## config.mk

```make
export PLATFORM = sky130hd
export DESIGN_NAME = iuq_uc_credit_return
export DESIGN_NICKNAME = d
export VERILOG_FILES = /design/src/rtl/iuq_uc_credit_return.sv
export SDC_FILE = /design/constraint.sdc
export NUM_CORES = 1
export LEC_CHECK = 0
export ABC_AREA = 1
export CORE_MARGIN = 2
export CORE_UTILIZATION = 40
export DETAILED_ROUTE_END_ITERATION = 10
export PLACE_DENSITY_LB_ADDON = 0.1
export REMOVE_ABC_BUFFERS = 1
export SYNTH_ARGS = -nofsm -noshare
export SYNTH_HDL_FRONTEND = slang
export SYNTH_SLANG_ARGS = --single-unit
```

## constraint.sdc

```tcl
create_clock -name nclk -period 3.02 [get_ports nclk]
set_input_delay 0.453 -clock nclk [delete_from_list [all_inputs] [get_ports nclk]]
set_output_delay 0.453 -clock nclk [all_outputs]
set_load 0.02 [all_outputs]
```

## src/rtl/iuq_uc_credit_return.sv

```systemverilog
// ---------------------------------------------------------------------------
// iuq_uc_credit_return
//
// Completion-side credit return engine for the microcode completion buffer.
// Tracks microcode instructions that entered completion (outstanding) and
// completions whose credit has not yet been handed back (pending), and
// returns at most one credit per cycle to the IU microcode unit.
//
// Ports:
//   nclk              - clock, rising edge
//   reset             - asynchronous active-high reset
//   uc_cp_issue       - one ucode instruction entered completion
//   cp_cmplt_uc[1:0]  - per-slot ucode completion (slot 0 older)
//   cp_flush          - flush of the ucode stream
//   cp_flush_into_uc  - flush restarting inside ucode (oldest stays live)
//   cp_uc_credit_free - registered one-cycle credit-return pulse
//   outstanding_cnt   - issued but not yet completed
//   pending_cnt       - completed, credit not yet returned
//   credit_idle       - nothing outstanding, pending or being returned
//   err_overflow      - sticky: issue with all credits already in use
//   err_underflow     - sticky: more completions than outstanding
// ---------------------------------------------------------------------------
module iuq_uc_credit_return #(
  parameter int CREDITS = 8,
  parameter int CNT_W   = 4
) (
  input  logic             nclk,
  input  logic             reset,
  input  logic             uc_cp_issue,
  input  logic [1:0]       cp_cmplt_uc,
  input  logic             cp_flush,
  input  logic             cp_flush_into_uc,
  output logic             cp_uc_credit_free,
  output logic [CNT_W-1:0] outstanding_cnt,
  output logic [CNT_W-1:0] pending_cnt,
  output logic             credit_idle,
  output logic             err_overflow,
  output logic             err_underflow
);

  localparam int SUM_W = CNT_W + 2;
  localparam logic [CNT_W-1:0] CREDITS_C  = CNT_W'(CREDITS);
  localparam logic [SUM_W-1:0] CREDITS_SC = SUM_W'(CREDITS);

  logic [CNT_W-1:0] out_q, out_d;
  logic [CNT_W-1:0] pend_q, pend_d;
  logic             free_q, free_d;
  logic             err_ovf_q, err_ovf_d;
  logic             err_unf_q, err_unf_d;

  logic [1:0]       cmp_s;
  logic [CNT_W-1:0] cmp_w_s;
  logic [CNT_W-1:0] cmp_ok_s;
  logic [CNT_W-1:0] avail_s;
  logic [SUM_W-1:0] in_use_s;
  logic [CNT_W:0]   out_sum_s;

  // Next-state computation: flush handling, credit return and error detection
  always_comb begin
    cmp_s     = {1'b0, cp_cmplt_uc[0]} + {1'b0, cp_cmplt_uc[1]};
    cmp_w_s   = {{(CNT_W-2){1'b0}}, cmp_s};
    // Completions beyond what is outstanding are bogus and not counted.
    if (cmp_w_s > out_q) begin
      cmp_ok_s = out_q;
    end else begin
      cmp_ok_s = cmp_w_s;
    end
    avail_s   = pend_q + cmp_ok_s;
    // Credits held away from the issue side: outstanding, pending, in flight.
    in_use_s  = {2'b00, out_q} + {2'b00, pend_q} + {{(SUM_W-1){1'b0}}, free_q};
    // cmp_ok_s never exceeds out_q, so this cannot go negative.
    out_sum_s = {1'b0, out_q} + {{CNT_W{1'b0}}, uc_cp_issue} - {1'b0, cmp_ok_s};

    out_d     = out_q;
    pend_d    = pend_q;
    free_d    = 1'b0;
    err_ovf_d = err_ovf_q;
    err_unf_d = err_unf_q;

    if (cp_flush_into_uc) begin
      out_d  = {{(CNT_W-1){1'b0}}, 1'b1};
      pend_d = {CNT_W{1'b0}};
      free_d = 1'b0;
    end else if (cp_flush) begin
      out_d  = {CNT_W{1'b0}};
      pend_d = {CNT_W{1'b0}};
      free_d = 1'b0;
    end else begin
      free_d = (avail_s != {CNT_W{1'b0}});
      pend_d = avail_s - {{(CNT_W-1){1'b0}}, free_d};
      if (out_sum_s > {1'b0, CREDITS_C}) begin
        out_d = CREDITS_C;
      end else begin
        out_d = out_sum_s[CNT_W-1:0];
      end
      if (uc_cp_issue && (in_use_s == CREDITS_SC)) begin
        err_ovf_d = 1'b1;
      end else begin
        err_ovf_d = err_ovf_q;
      end
      if (cmp_w_s > out_q) begin
        err_unf_d = 1'b1;
      end else begin
        err_unf_d = err_unf_q;
      end
    end
  end

  // State registers; error flags only clear on reset
  always_ff @(posedge nclk or posedge reset) begin
    if (reset) begin
      out_q     <= {CNT_W{1'b0}};
      pend_q    <= {CNT_W{1'b0}};
      free_q    <= 1'b0;
      err_ovf_q <= 1'b0;
      err_unf_q <= 1'b0;
    end else begin
      out_q     <= out_d;
      pend_q    <= pend_d;
      free_q    <= free_d;
      err_ovf_q <= err_ovf_d;
      err_unf_q <= err_unf_d;
    end
  end

  assign cp_uc_credit_free = free_q;
  assign outstanding_cnt   = out_q;
  assign pending_cnt       = pend_q;
  assign credit_idle       = (out_q == {CNT_W{1'b0}}) && (pend_q == {CNT_W{1'b0}}) && !free_q;
  assign err_overflow      = err_ovf_q;
  assign err_underflow     = err_unf_q;

endmodule

```

==> results of run 1 <==
## path summary, 6_finish.rpt
kind                               startpoint            endpoint  slack, ps  cells past startpoint
min in group nclk                err_overflow        err_overflow        470                      2
min                                     reset   cp_uc_credit_free        460                      2
max reg2reg                outstanding_cnt[1]      pending_cnt[2]        100                     21
max                            cp_cmplt_uc[0]      pending_cnt[2]         80                     22
min reg2reg                      err_overflow        err_overflow        470                      2
max in group asynchronous               reset  outstanding_cnt[3]       2280                      2
## cell usage after synthesis, drive strengths merged
cell type	n	area, µm²
nand4	2	12.5
o21bai	1	7.51
or2	1	6.26
ha	18	225
o2111ai	1	8.76
nand2	29	126
nand3	10	50.1
o211ai	1	7.51
nor4	1	6.26
inv	30	113
nor2	13	51.3
a21oi	8	55.1
xnor2	1	8.76
o21ai	4	20.0
dfrtp	11	275
fa	4	80.1
xor2	2	25.0
## worst register-to-register path, cell delays in order, from the launching register on
cell,delay (ps)
dfrtp_1,390
inv_2,70
ha_4,280
nand2_1,60
nand2_1,140
nand2_4,110
buf_6,140
nand2_2,70
o21ai_4,60
buf_4,120
ha_1,270
nand3_2,80
nand4_1,150
nand2_2,130
nand2_2,70
nand2_2,90
nand2_2,70
ha_4,170
ha_4,150
inv_2,60
o21ai_2,60
a21oi_2,120
## stage by stage
| step | hold WS (ps) | instance area (µm²) | instances |
|---|---|---|---|
| floorplan | 305 | 1080 | 137 |
| global placement | 451 | 1440 | 204 |
| detailed placement | 457 | 1440 | 204 |
| CTS | 457 | 1600 | 213 |
| global route | 488 | 1720 | 216 |
| finish | 455 | 1720 | 216 |
## layer usage
layer,GRT usage [%],vias up,wire [µm]
met5,0,-,0
met4,10.9,0,89
met3,5.12,10,118
met2,38.3,26,1570
met1,21.9,509,1210
li1,-,530,-
## area by class of cell
class / instances / area [µm²] / share of cell area (%)
Multi-Input combinational cell: 96 / 878 / 51.1
Clock buffer: 3 / 22.5 / 1.31
Inverter: 30 / 113 / 6.55
Sequential cell: 11 / 275 / 16.0
Tap cell: 30 / 37.5 / 2.18
Timing Repair Buffer: 45 / 389 / 22.6
Clock inverter: 1 / 5.00 / 0.291
## cells by family (layout without fill, tap and decap cells)
group	Yosys count	in the layout	share of synthesized area [%]
AOI/OAI and AO/OA	15	15	9.17
xor gates and xnor gates	3	3	3.13
adders and majority gates	22	22	28.3
buffers and inverters	30	79	10.4
DFF	11	11	25.5
and+or+nand+nor	56	56	23.4
## repair_timing
| action | 4_1_cts | 5_1_grt |
|---|---|---|
| setup buffers | 5 | 3 |
| cloned | 0 | 0 |
| setup endpoints to repair | 8 | 8 |
| pin swaps | 19 | 14 |
| gates resized for setup | 40 | 18 |
## registers in the layout, summed over array words and instances, names as in the netlist
| name | count |
|---|---|
| pending_cnt | 4 |
| err_overflow | 1 |
| outstanding_cnt | 4 |
| cp_uc_credit_free | 1 |
| err_underflow | 1 |
## cells in the final DEF (no fill, tap or decap), types with 2 or more instances in the layout
master	count
inv_1	25
inv_2	5
nand4_1	2
ha_1	10
dfrtp_1	11
nand3_1	7
ha_4	6
nor2_1	10
clkbuf_4	3
nand2_1	15
buf_6	3
fa_2	2
nor2_2	2
clkdlybuf4s50_1	16
nand2_4	3
a21oi_4	2
nand3_2	3
fa_1	2
buf_4	26
o21ai_4	2
a21oi_1	5
ha_2	2
nand2_2	11
xor2_2	2
==> results.json, run 1 <==
{
  "crit_path_max_fanout": 4,
  "grt_pass1_vias": 1129,
  "ctsLongestPathBuffers": 2,
  "fin_util_pct": 68.2,
  "hold_class": "in2async",
  "cts_tree": "built",
  "cp_slowest_stage_delay_ps": 270,
  "htree_levels": 1,
  "cts_buffers": 3,
  "wl_um": 2990,
  "clkTransAtPathRegs_ps": 70,
  "fin_nets": 216,
  "cp-end-kind": "flip-flop",
  "fin_ws_ps": 81.8,
  "via_per_inst": 4.98,
  "pre_cts_ws_ps": -860,
  "drtPass1Iterations": 4,
  "grt_usage_pct": 20.9,
  "crit_slowest_cell": "ha_1",
  "grt_start_max_net_pins": 12,
  "drtIter0Drc": 29,
  "crit_required_ps": 3230,
  "cap_violations": 0,
  "setup_violations": 0,
  "port-buffer-count": 18,
  "worst_pin_slew_ps": 409,
  "antenna_found_initial": 0,
  "min_period_ps": 2940,
  "cp.buffers_inverters": 5,
  "syn_to_final_growth_pct": 59.5,
  "cp.arrival_ps": 3150,
  "hpwl_um": 2170,
  "syn_avg_cell_area_um2": 7.87,
  "n_antenna_cell": 0,
  "worstSetupPathType": "in2reg",
  "drc": 0,
  "synth-seq-cells": 11,
  "crit_top_cell": "nand2_2",
  "gp_congestion": 0.813,
  "drive_gt1_share_pct": 41.4,
  "ys_warn_count": 0,
  "fin_crit_sh_pct": 97.3,
  "dr_total_vias": 1075,
  "rows": 18,
  "max_freq_mhz": 340,
  "holdBufCountCts": 0,
  "syn_inst": 137,
  "cts_sinks": 11,
  "die_height_um": 55.9,
  "grt_overflow": 0,
  "outcome": "completed",
  "netlist_area_mm2": 0.00108,
  "io_pins": 19,
  "insertion_delay_ps": 280,
  "fillerInstances": 202,
  "hold_violations": 0,
  "synth_cell_type_count": 23,
  "crit_chain": "buf_6 > ha_4 > inv_2 > ha_4 > a21oi_4 > nand2_4 > buf_6 > nand2_2 > o21ai_4 > buf_4 > ha_1 > nand3_2 > nand4_1 > nand2_2 > nand2_2 > nand2_2 > nand2_2 > ha_4 > ha_4 > inv_2 > o21ai_2 > a21oi_2",
  "grt_pass1_wl_um": 4930,
  "maxSlewViolCount": 0,
  "antenna_left": 0,
  "maxSlewHeadroom_pct": 72.7,
  "start_util_pct": 42.8,
  "crit_path_start_kind": "primary input",
  "die_area_mm2": 0.00313,
  "wl_per_cell_um": 13.8,
  "cts_root_buf": "clkbuf_4",
  "fin_tns_setup_ps": 0,
  "fp.dieW_um": 55.9,
  "seq_area_frac_synth_pct": 25.5,
  "clock_skew_ps": 1.22,
  "critPathTopFamily": "adder cells",
  "core_area_mm2": 0.00252
}
Power of run 1 is not shown: default switching activity piles up to over one toggle a cycle in this logic, so the estimate is an artifact.
==> run 2: changes to the inputs <==
CORE_UTILIZATION = 47   (was 40)
==> results.json, run 2 (synthesis gave the netlist of run 1 again) <==
{
  "die_height_um": 51.9,
  "place_area_mm2": 0.00144,
  "crit_path_start_kind": "primary input",
  "fin_area_mm2": 0.00175,
  "grt_pass1_vias": 1057,
  "antenna_left": 0,
  "cp-end-kind": "flip-flop",
  "holdBufCountCts": 0,
  "maxSlewHeadroom_pct": 71.0,
  "die_area_mm2": 0.00269,
  "drtPass1Iterations": 5,
  "drc": 0,
  "stdcell_count": 214,
  "grt_usage_pct": 23.8,
  "cts_tree": "built",
  "hpwl_um": 2100,
  "final_cell_mix": "buf_4 (26), inv_1 (24), nand2_1 (16), clkdlybuf4s50_1 (16)",
  "antenna_found_initial": 0,
  "fin_crit_sh_pct": 103,
  "wl_met3_um": 214,
  "outcome": "finished, violations left",
  "routed.top_layer": "met4",
  "cts_sinks": 11,
  "grt_pass1_wl_um": 4460,
  "fp.dieW_um": 51.9,
  "maxSlewViolCount": 0,
  "n_antenna_cell": 0,
  "grt_start_max_net_pins": 12,
  "core_area_mm2": 0.00219,
  "violations": "negative setup slack",
  "syn_to_final_growth_pct": 61.8,
  "dr_total_vias": 1158,
  "final_common_cell": "buf_4",
  "pre_cts_ws_ps": -862,
  "gp_congestion": 0.882,
  "max_freq_mhz": 323,
  "wl_met1_um": 1410,
  "insertion_delay_ps": 300,
  "port-buffer-count": 18,
  "post-place-cells": 202,
  "wl_um": 3560,
  "drive_gt1_share_pct": 41.9,
  "fillerInstances": 131,
  "grt_overflow": 0,
  "clkTransAtPathRegs_ps": 80,
  "cts_root_buf": "clkbuf_4",
  "cp.arrival_ps": 3330,
  "rows": 17,
  "setup_violations": 1,
  "io_pins": 19,
  "crit_path_max_fanout": 5,
  "worst_pin_slew_ps": 434,
  "holdWs_ps": 439,
  "worstSetupPathType": "in2reg",
  "hold_class": "in2async",
  "start_util_pct": 49.2,
  "fin_ws_ps": -78.6,
  "drtIter0Drc": 44,
  "hold_violations": 0,
  "ctsLongestPathBuffers": 2,
  "via_per_inst": 5.41,
  "cts_buffers": 3,
  "fin_nets": 216,
  "cap_violations": 0,
  "clock_skew_ps": 8.51,
  "wl_per_cell_um": 16.6,
  "met2_length_um": 1840,
  "htree_levels": 1,
  "min_period_ps": 3100,
  "crit_required_ps": 3250
}
run 2: cell counts in the layout (fill, tap and decap cells not counted):
No cell type changed its count.
run 2: worst max-delay path, cell delays in order:
cell,delay (ps)
buf_2,110
ha_4,270
inv_2,40
ha_4,220
a21oi_4,160
nand2_4,100
buf_4,150
o21ai_2,190
inv_2,110
fa_2,400
xor2_2,200
nand2_2,100
nor2_4,110
nand2_2,70
ha_4,170
ha_4,150
inv_2,60
o21ai_1,90
a21oi_1,160
run 2: layer usage:
| layer | GRT usage, % | up-vias |
|---|---|---|
| met1 | 24.9 | 555 |
| met5 | 0 | - |
| met2 | 44.5 | 58 |
| li1 | - | 533 |
| met3 | 6.03 | 12 |
| met4 | 9.65 | 0 |
run 2: metrics by stage:
| stage | util [%] | setup TNS [ps] |
|---|---|---|
| 6_report | 79.7 | -78.6 |
| 5_1_grt | 79.7 | -285 |
| 4_1_cts | 72.6 | 0 |
| 3_5_place_dp | 65.6 | -6160 |
| 3_3_place_gp | 65.6 | -5200 |
| 2_1_floorplan | - | -620 |
run 2: worst paths after layout:
kind / startpoint / end / slack (ps) / depth (start not counted)
min reg2reg: err_overflow / err_overflow / 470 / 2
min in group nclk: err_overflow / err_overflow / 470 / 2
max reg2reg: outstanding_cnt[2] / pending_cnt[2] / -40 / 18
max in group asynchronous: reset / outstanding_cnt[3] / 2270 / 2
max: cp_cmplt_uc[0] / pending_cnt[2] / -80 / 19
min: reset / err_overflow / 440 / 2
run 2: repair_timing:
item / in CTS / in global routing
setup endpoints to repair: 9 / 7
setup buffers: 5 / 3
pin swaps: 12 / 17
gates resized for setup: 31 / 26
run 2: area by class of cell:
class / count / area [µm²] / share of cell area, %
Clock buffer: 3 / 22.5 / 1.29
Clock inverter: 1 / 5.00 / 0.287
Inverter: 30 / 113 / 6.45
Multi-Input combinational cell: 96 / 918 / 52.6
Sequential cell: 11 / 275 / 15.8
Tap cell: 28 / 35.0 / 2.01
Timing Repair Buffer: 45 / 377 / 21.6
Power of run 2 is left out for the same reason.
